`src/rtl/signal_conflict_monitor.sv`:
```
// Purpose: passes controller light codes to the lamps; trips to flashing yellow on a conflict, an illegal code or a stall.
// Latency: 1 cycle from input code to lamp in NORMAL; faults confirm after FILTER_CYCLES / WATCHDOG_CYCLES cycles.
// Backpressure: none; every cycle is sampled, and a fault_clr that is not accepted is dropped.
module signal_conflict_monitor #(
    parameter int unsigned FILTER_CYCLES   = 4,
    parameter int unsigned WATCHDOG_CYCLES = 400_000_000,
    parameter int unsigned FLASH_HALF      = 25_000_000,
    parameter int unsigned ALL_RED_CYCLES  = 100_000_000,
    parameter logic [14:0] CONFLICT_MASK   = 15'h2CFC
) (
    input  logic       clk,
    input  logic       rst,
    input  logic [2:0] w_to_e_in,
    input  logic [2:0] w_to_n_in,
    input  logic [2:0] e_to_w_in,
    input  logic [2:0] e_to_n_in,
    input  logic [2:0] n_to_e_in,
    input  logic [2:0] n_to_w_in,
    input  logic       fault_clr,
    output logic [2:0] w_to_e,
    output logic [2:0] w_to_n,
    output logic [2:0] e_to_w,
    output logic [2:0] e_to_n,
    output logic [2:0] n_to_e,
    output logic [2:0] n_to_w,
    output logic       fault,
    output logic [1:0] fault_code
);

    localparam logic [2:0] RED        = 3'b100;
    localparam logic [2:0] YELLOW     = 3'b010;
    localparam logic [2:0] GREEN      = 3'b001;
    localparam logic [2:0] RED_YELLOW = 3'b110;
    localparam logic [2:0] DARK       = 3'b000;

    localparam logic [31:0] F_LAST  = 32'(FILTER_CYCLES - 1);
    localparam logic [31:0] F_MAX   = 32'(FILTER_CYCLES);
    localparam logic [31:0] WD_LAST = 32'(WATCHDOG_CYCLES - 1);
    localparam logic [31:0] FH_LAST = 32'(FLASH_HALF - 1);
    localparam logic [31:0] AR_LAST = 32'(ALL_RED_CYCLES - 1);

    typedef enum logic [1:0] {
        NORMAL  = 2'd0,
        FLASH   = 2'd1,
        RECOVER = 2'd2
    } state_t;

    state_t      state;
    logic [2:0]  code_in [6];
    logic [2:0]  prev_in [6];
    logic [2:0]  lamp_q  [6];
    logic [5:0]  act;
    logic [5:0]  bad;
    logic [14:0] pair_hit;
    logic        conflict_viol;
    logic        illegal_viol;
    logic        changed;
    logic [31:0] conf_cnt;
    logic [31:0] ill_cnt;
    logic [31:0] wd_cnt;
    logic [31:0] flash_cnt;
    logic [31:0] rec_cnt;
    logic        flash_on;
    logic        conflict_hit;
    logic        illegal_hit;
    logic        wd_hit;
    logic [1:0]  hit_code;

    assign code_in[0] = w_to_e_in;
    assign code_in[1] = w_to_n_in;
    assign code_in[2] = e_to_w_in;
    assign code_in[3] = e_to_n_in;
    assign code_in[4] = n_to_e_in;
    assign code_in[5] = n_to_w_in;

    assign w_to_e = lamp_q[0];
    assign w_to_n = lamp_q[1];
    assign e_to_w = lamp_q[2];
    assign e_to_n = lamp_q[3];
    assign n_to_e = lamp_q[4];
    assign n_to_w = lamp_q[5];

    // A movement is active on GREEN or YELLOW; anything outside the four defined codes is illegal
    genvar gi, gj;
    for (gi = 0; gi < 6; gi++) begin : g_lamp
        assign act[gi] = (code_in[gi] == GREEN) || (code_in[gi] == YELLOW);
        assign bad[gi] = !(code_in[gi] inside {RED, YELLOW, GREEN, RED_YELLOW});
    end

    // Pair (i,j), i<j, maps to bit i*(11-i)/2 + (j-i-1) of the conflict mask
    for (gi = 0; gi < 5; gi++) begin : g_row
        for (gj = gi + 1; gj < 6; gj++) begin : g_col
            assign pair_hit[gi*(11-gi)/2 + gj-gi-1] = act[gi] & act[gj];
        end
    end

    assign conflict_viol = |(pair_hit & CONFLICT_MASK);
    assign illegal_viol  = |bad;

    // Any input code differing from last cycle counts as controller activity
    always_comb begin
        changed = 1'b0;
        for (int i = 0; i < 6; i++) begin
            if (code_in[i] != prev_in[i]) changed = 1'b1;
        end
    end

    // Fault confirmation on the FILTER_CYCLES-th consecutive violating cycle, watchdog only in NORMAL
    always_comb begin
        conflict_hit = conflict_viol && (conf_cnt >= F_LAST);
        illegal_hit  = illegal_viol && (ill_cnt >= F_LAST);
        wd_hit       = (state == NORMAL) && !changed && (wd_cnt == WD_LAST);
        if (conflict_hit)     hit_code = 2'b01;
        else if (illegal_hit) hit_code = 2'b10;
        else if (wd_hit)      hit_code = 2'b11;
        else                  hit_code = 2'b00;
    end

    // Previous-cycle copy of the inputs for stall detection
    always_ff @(posedge clk or negedge rst) begin
        if (!rst) begin
            for (int i = 0; i < 6; i++) prev_in[i] <= DARK;
        end else begin
            for (int i = 0; i < 6; i++) prev_in[i] <= code_in[i];
        end
    end

    // Saturating glitch filters, cleared by any clean cycle; they run in every state
    always_ff @(posedge clk or negedge rst) begin
        if (!rst) begin
            conf_cnt <= '0;
            ill_cnt  <= '0;
        end else begin
            if (!conflict_viol)        conf_cnt <= '0;
            else if (conf_cnt != F_MAX) conf_cnt <= conf_cnt + 32'd1;
            if (!illegal_viol)         ill_cnt  <= '0;
            else if (ill_cnt != F_MAX)  ill_cnt  <= ill_cnt + 32'd1;
        end
    end

    // Stall watchdog: counts unchanged cycles in NORMAL, parked at zero elsewhere
    always_ff @(posedge clk or negedge rst) begin
        if (!rst)                             wd_cnt <= '0;
        else if (state != NORMAL || changed)  wd_cnt <= '0;
        else if (wd_cnt != WD_LAST)           wd_cnt <= wd_cnt + 32'd1;
    end

    // Main FSM with registered lamp outputs; reset lands in the all-red recovery hold
    always_ff @(posedge clk or negedge rst) begin
        if (!rst) begin
            state      <= RECOVER;
            fault      <= 1'b0;
            fault_code <= 2'b00;
            flash_cnt  <= '0;
            flash_on   <= 1'b0;
            rec_cnt    <= '0;
            for (int i = 0; i < 6; i++) lamp_q[i] <= RED;
        end else begin
            case (state)
                NORMAL: begin
                    if (hit_code != 2'b00) begin
                        state      <= FLASH;
                        fault      <= 1'b1;
                        fault_code <= hit_code;
                        flash_cnt  <= '0;
                        flash_on   <= 1'b1;
                        for (int i = 0; i < 6; i++) lamp_q[i] <= YELLOW;
                    end else begin
                        for (int i = 0; i < 6; i++) lamp_q[i] <= code_in[i];
                    end
                end
                FLASH: begin
                    if (fault_clr && !conflict_viol && !illegal_viol) begin
                        state      <= RECOVER;
                        fault      <= 1'b0;
                        fault_code <= 2'b00;
                        rec_cnt    <= '0;
                        for (int i = 0; i < 6; i++) lamp_q[i] <= RED;
                    end else if (flash_cnt == FH_LAST) begin
                        flash_cnt <= '0;
                        flash_on  <= !flash_on;
                        for (int i = 0; i < 6; i++) lamp_q[i] <= flash_on ? DARK : YELLOW;
                    end else begin
                        flash_cnt <= flash_cnt + 32'd1;
                    end
                end
                RECOVER: begin
                    if (hit_code != 2'b00) begin
                        state      <= FLASH;
                        fault      <= 1'b1;
                        fault_code <= hit_code;
                        flash_cnt  <= '0;
                        flash_on   <= 1'b1;
                        for (int i = 0; i < 6; i++) lamp_q[i] <= YELLOW;
                    end else if (rec_cnt == AR_LAST) begin
                        state   <= NORMAL;
                        rec_cnt <= '0;
                        for (int i = 0; i < 6; i++) lamp_q[i] <= code_in[i];
                    end else begin
                        rec_cnt <= rec_cnt + 32'd1;
                    end
                end
                default: begin
                    state <= RECOVER;
                    fault <= 1'b0;
                    for (int i = 0; i < 6; i++) lamp_q[i] <= RED;
                end
            endcase
        end
    end

endmodule

```
`config.mk`:
```
export PLATFORM = sky130hd
export DESIGN_NAME = signal_conflict_monitor
export DESIGN_NICKNAME = d
export VERILOG_FILES = /design/src/rtl/signal_conflict_monitor.sv
export SDC_FILE = /design/constraint.sdc
export NUM_CORES = 1
export LEC_CHECK = 0
export ABC_AREA = 1
export CELL_PAD_IN_SITES_DETAIL_PLACEMENT = 1
export CELL_PAD_IN_SITES_GLOBAL_PLACEMENT = 2
export CORE_MARGIN = 2
export CORE_UTILIZATION = 28
export CTS_BUF_LIST = sky130_fd_sc_hd__clkbuf_2
export CTS_CLUSTER_SIZE = 28
export DETAILED_ROUTE_END_ITERATION = 16
export PLACE_DENSITY = 0.74
export SLEW_MARGIN = 20
export SYNTH_ARGS = -nofsm -noshare
export SYNTH_HDL_FRONTEND = slang
export SYNTH_SLANG_ARGS = --single-unit
```
`constraint.sdc`:
```
create_clock -name clk -period 4.6 [get_ports clk]
set_input_delay 1.38 -clock clk [delete_from_list [all_inputs] [get_ports clk]]
set_output_delay 1.38 -clock clk [all_outputs]
set_load 0.03 [all_outputs]
```
# Word-level counts from Yosys, hierarchy flattened
# Cells that the tools add are included.
op_classes:
  n_eq_ne: 48
  muxes: 44
  magnitude_cmp: 2
  n_bitwise: 9
  add_sub_neg: 5
  n_reduce_logical: 45
op_table:
  columns: ["cell", "count"]
  rows:
  - ["two-way mux 32 bit", 12]
  - ["adder 32 x 1 -> 32 bit (second input constant)", 5]
  - ["case mux 32 bit (2 select lines)", 2]
  - ["two-way mux 18 bit", 5]
  - [">= comparator 32 x 2 -> 1 bit (second input constant)", 2]
  - ["inequality test 32 x 3 -> 1 bit (second input constant)", 2]
  - ["case mux 18 bit (3 select lines)", 1]
  - ["equality test 3 bit (second input constant)", 12]
  - ["equality test 32 x 25 -> 1 bit (second input constant)", 1]
  - ["equality test 32 x 27 -> 1 bit (second input constant)", 1]
  - ["equality test 32 x 29 -> 1 bit (second input constant)", 1]
  - ["inequality test 32 x 29 -> 1 bit (second input constant)", 1]
  - ["nonzero test 4 bit", 6]
  - ["two-way mux 2 bit", 10]
  - ["equality test 3 x 1 -> 1 bit (second input constant)", 6]
  - ["equality test 3 x 2 -> 1 bit (second input constant)", 6]
  - ["inequality test 3 bit", 6]
  - ["AND reduction 3 bit", 4]
  - ["logical NOT 1 bit", 10]
  - ["two-way mux 1 bit", 10]
  - ["nonzero test 2 bit", 5]
  - ["AND 1 bit", 9]
  - ["OR reduction 9 bit", 1]
  - ["inequality test 2 x 1 -> 1 bit (second input constant)", 4]
  - ["other kinds (14)", 31]
word_totals:
  elab_cells: 174
  output_inout_bits: 21
  input_bits: 21
  regBits: 202

# Depth between registers and ports, before layout
logic_depth:
  depth_word: 16
  mapped_depth: 15
  ltp_nobuf: 14

# Worst setup path before layout
# OpenSTA, ideal clock, no wires.
synth_path:
  path_kind: "in2reg"
  from: "input port n_to_w_in[2]"
  to: "register rec_cnt[16]"
  setup_ns: 0.120
  path_slack_ns: 1.889
  cell_stages: 13
  n_path_buf: 1
  required_ns: 4.480
  arrival_ns: 2.592
  cell_sequence: "inv_1 nand2_1 nor2_1 nand2_1 nand2_1 nand2_1 nand2_4 nand2_4 buf_4 nand4_1 nand2_2 o21ai_0 inv_1"
synth_between:
  elab_chain_cells: 11
  word_cells_on_any_way: 30
  classes_between: "7 x eq/ne; 4 x mux; 3 x bitwise; 16 x reduce/logical"
synth_rtl:
  columns: ["item", "line", "source"]
  rows:
  - ["from (decl)", "18", "input logic [2:0] n_to_w_in,"]
  - ["parallel branches: the longest is 10 deep, another holds OR reduction 6 bit", null, null]
  - ["AND reduction 3 bit (no source line) (*)", null, null]
  - ["to (signal assigned)", "200", "rec_cnt <= rec_cnt + 32'd1;"]
  - ["to (decl)", "62", "logic [31:0] rec_cnt;"]
# Mark *: on every way between the ends.
# A chain may end at the register's enable or synchronous reset.

# Worst setup path in the final report
layout_path:
  from: "register lamp_q, in the netlist e_to_n[2]"
  to: "output port e_to_n[2]"
layout_rtl:
  columns: ["item", "line", "source"]
  rows:
  - ["from (decl)", "51", "logic [2:0] lamp_q [6];"]
  - ["to (decl)", "23", "output logic [2:0] e_to_n,"]
# No word-level cell between the ends.

==> results.md <==
- Status: finished, final reports clean
- CP required: about 3.2 ns
- Slowest cell on the critical path: clkdlybuf4s50_1
- Final instance area: around 14000 µm²
- ANT nets after route: 0
- Ys Warns: 0
- Most frequent cells in the layout: nand2_1, nor2_1, inv_1, dfrtp_1, nand3_1
- Global-route wire length before repair: 66500 µm
- Most common cell after layout, fill and taps aside: nand2_1
- H-tree levels: 2
- Max-capacitance violation count: 0
- Die Y: about 210 µm
- Final hold vios: 0
- Syn Inst Count: between 1500 and 2000
- Hold Crit Class: in2async
- Vias: 11903
- Critical Path AT: 2.33 ns
- Routed wire length per instance: approximately 16 µm
- P_leak: 6.11 nW
- Drt first pass iters: 5
- Placed cell areas: 13400 µm²
- Share of cells above drive strength 1: 0.0881
- CTS tree: yes
- Wirelength, routed: 39600 µm
- Crit-path cells: clkdlybuf4s50_1
- CORE AREA: 43900 µm²
- Worst Path Buf+Inv: 1
- Row count: 77
- Mapped Area: 12400 µm²
- Setup TNS: 0 ns
- Synthesized Nets: 1782
- Tcrit/Tclk final: 0.807
- Critical Path Source: e_to_n[2]
- Clock Skew: 0.0624 ns
- GRT overflow: 0
- I/O Buffers: 41
- PD cells: 336 nW/µm²
- Asr flop ratio synth: 1.00
- Nature of the critical path startpoint: register
- Root Buffer: clkbuf_2
- Initial antenna violation count: 1
- Crit Reg-Reg Startpoint: state[0]
- WS Path Type: reg2out
- Layout filler cell count: 5617
- Sequential area share after synthesis: 0.408
- HPWL after detailed placement: 29000 µm
- Worst relative slew slack: 0.362
- Post-synth EDFFs: 0
- Tightest Pin Transition: approximately 0.96 ns
- Routability-driven placement congestion ratio: 0.842
- F_max: 269 MHz
- Hold buffer count at CTS: 0
- Max clock buf depth: 3
- CTS Buf Count: 61
- Critical Path End Type: primary output
- Starting Density: 0.282
- CTS sink cnt: a little over 200
- Crit-path leading delay family: buffers and inverters
- Final setup fails: 0
- Number of setup buffers added after CTS: 0
- Residual DRC: 0
- Detailed Route Iter0 Violations: 611
- Die X: between 200 and 250 µm
- Peak VDD IR: between 200 and 250 µV
- Io pins: 42
- Critical Path Fanout Max: 2
- Clock Latency Late Sink: 1.04 ns
- Area Growth Syn to Fin: 12.4%
- Fin crit period: between 3 and 4 ns
- Clock transition at path regs: around 0.12 ns
- Die area: 46000 µm²
- Total track usage: 0.176
- Largest net degree at the start of global routing: approximately 110
- R2R Setup Slk: between 1.5 and 2 ns
- Post-CTS Resized: 0
- Unrepaired setup endpoints after global routing: false
- Slew Viols, Final: 0
- CP max stage delay: 0.69 ns
- Unique masters post-synth: 51
- Vias/cell: 4.83
- Post-synthesis average cell area: 7.07 µm²
- Flop and latch count out of synthesis: 202
- Vias in the first global route: 12651
- Top_reg_cell synth: dfrtp_1
- Nets: approximately 1900
-- stage by stage --
step | std cells | hold WS, ns | power [mW] | worst slack (ns) | util
after detailed placement | 2355 | 0.484 | 3.32 | 0.456 | 0.305
after floorplan | 1754 | 0.455 | 2.92 | 1.89 | -
after global placement | 2355 | 0.475 | 3.30 | 0.549 | 0.305
after CTS | 2465 | 0.294 | 4.80 | 0.730 | 0.317
final | 2466 | 0.352 | 4.68 | 0.888 | 0.317
after global routing | 2466 | 0.392 | 5.03 | 0.769 | 0.317
-- report_power, final --
| part | switching (mW) | internal [mW] |
|---|---|---|
| Combinational | 0.768 | 0.347 |
| Clock | 0.889 | 0.523 |
| Sequential | 0.205 | 1.95 |
-- per-layer routing --
| layer | GRT usage | up-vias | part of all wire |
|---|---|---|---|
| li1 | - | 5928 | - |
| met1 | 0.239 | 5766 | 0.49 |
| met2 | 0.286 | 146 | 0.45 |
| met3 | 0.0295 | 63 | 0.032 |
| met4 | 0.0558 | 0 | 0.022 |
| met5 | 0 | - | 0 |
-- cell families after synthesis --
| logic type | synth area share |
|---|---|
| xor+xnor | 0.0332 |
| compound gates | 0.0854 |
| mux | 0.000807 |
| fa+ha+maj | 0.00706 |
| buf+inv | 0.0849 |
| flops | 0.408 |
| simple gates | 0.380 |
-- state kept, by name (all words and copies together) (netlist names) --
| register | flops |
|---|---|
| conf_cnt | 32 |
| flash_cnt | 32 |
| ill_cnt | 32 |
| rec_cnt | 32 |
| wd_cnt | 32 |
| prev_in | 18 |
| e_to_n | 3 |
| e_to_w | 3 |
| n_to_e | 3 |
| n_to_w | 3 |
| w_to_e | 3 |
| w_to_n | 3 |
| fault_code | 2 |
| state | 2 |
| fault | 1 |
| flash_on | 1 |
-- cell type report --
type | count | area [µm²] | share of cell area
diodes | 1 | 2.50 | 0.000180
clock buffers | 89 | 445 | 0.0320
clock inverters | 21 | 86.3 | 0.00619
inverters | 209 | 785 | 0.0563
multi-input cells | 1299 | 6280 | 0.451
flip-flops and latches | 202 | 5060 | 0.363
well taps | 592 | 741 | 0.0531
repair buffers | 53 | 531 | 0.0381
-- synth_stat cells (all sizes together) (10+ instances only) --
library cell,n,share of area
a21oi,58,0.023
a31oi,10,0.0050
buf,26,0.016
clkbuf,18,0.0055
dfrtp,195,0.39
inv,208,0.063
nand2,483,0.15
nand3,105,0.045
nand4,86,0.045
nor2,232,0.072
nor3,104,0.045
nor4,21,0.011
o21ai,96,0.040
or2,11,0.0055
xor2,39,0.028
-- worst paths after layout --
| path | end | depth (start not counted) |
|---|---|---|
| min | ill_cnt[5] | 1 |
| min in group clk | n_to_w[2] | 2 |
| max in group asynchronous | prev_in[15] | 2 |
| min reg2reg | n_to_w[2] | 2 |
| max | e_to_n[2] | 1 |
| max reg2reg | rec_cnt[7] | 7 |
No activity file was read; power rests on OpenSTA's default activity.
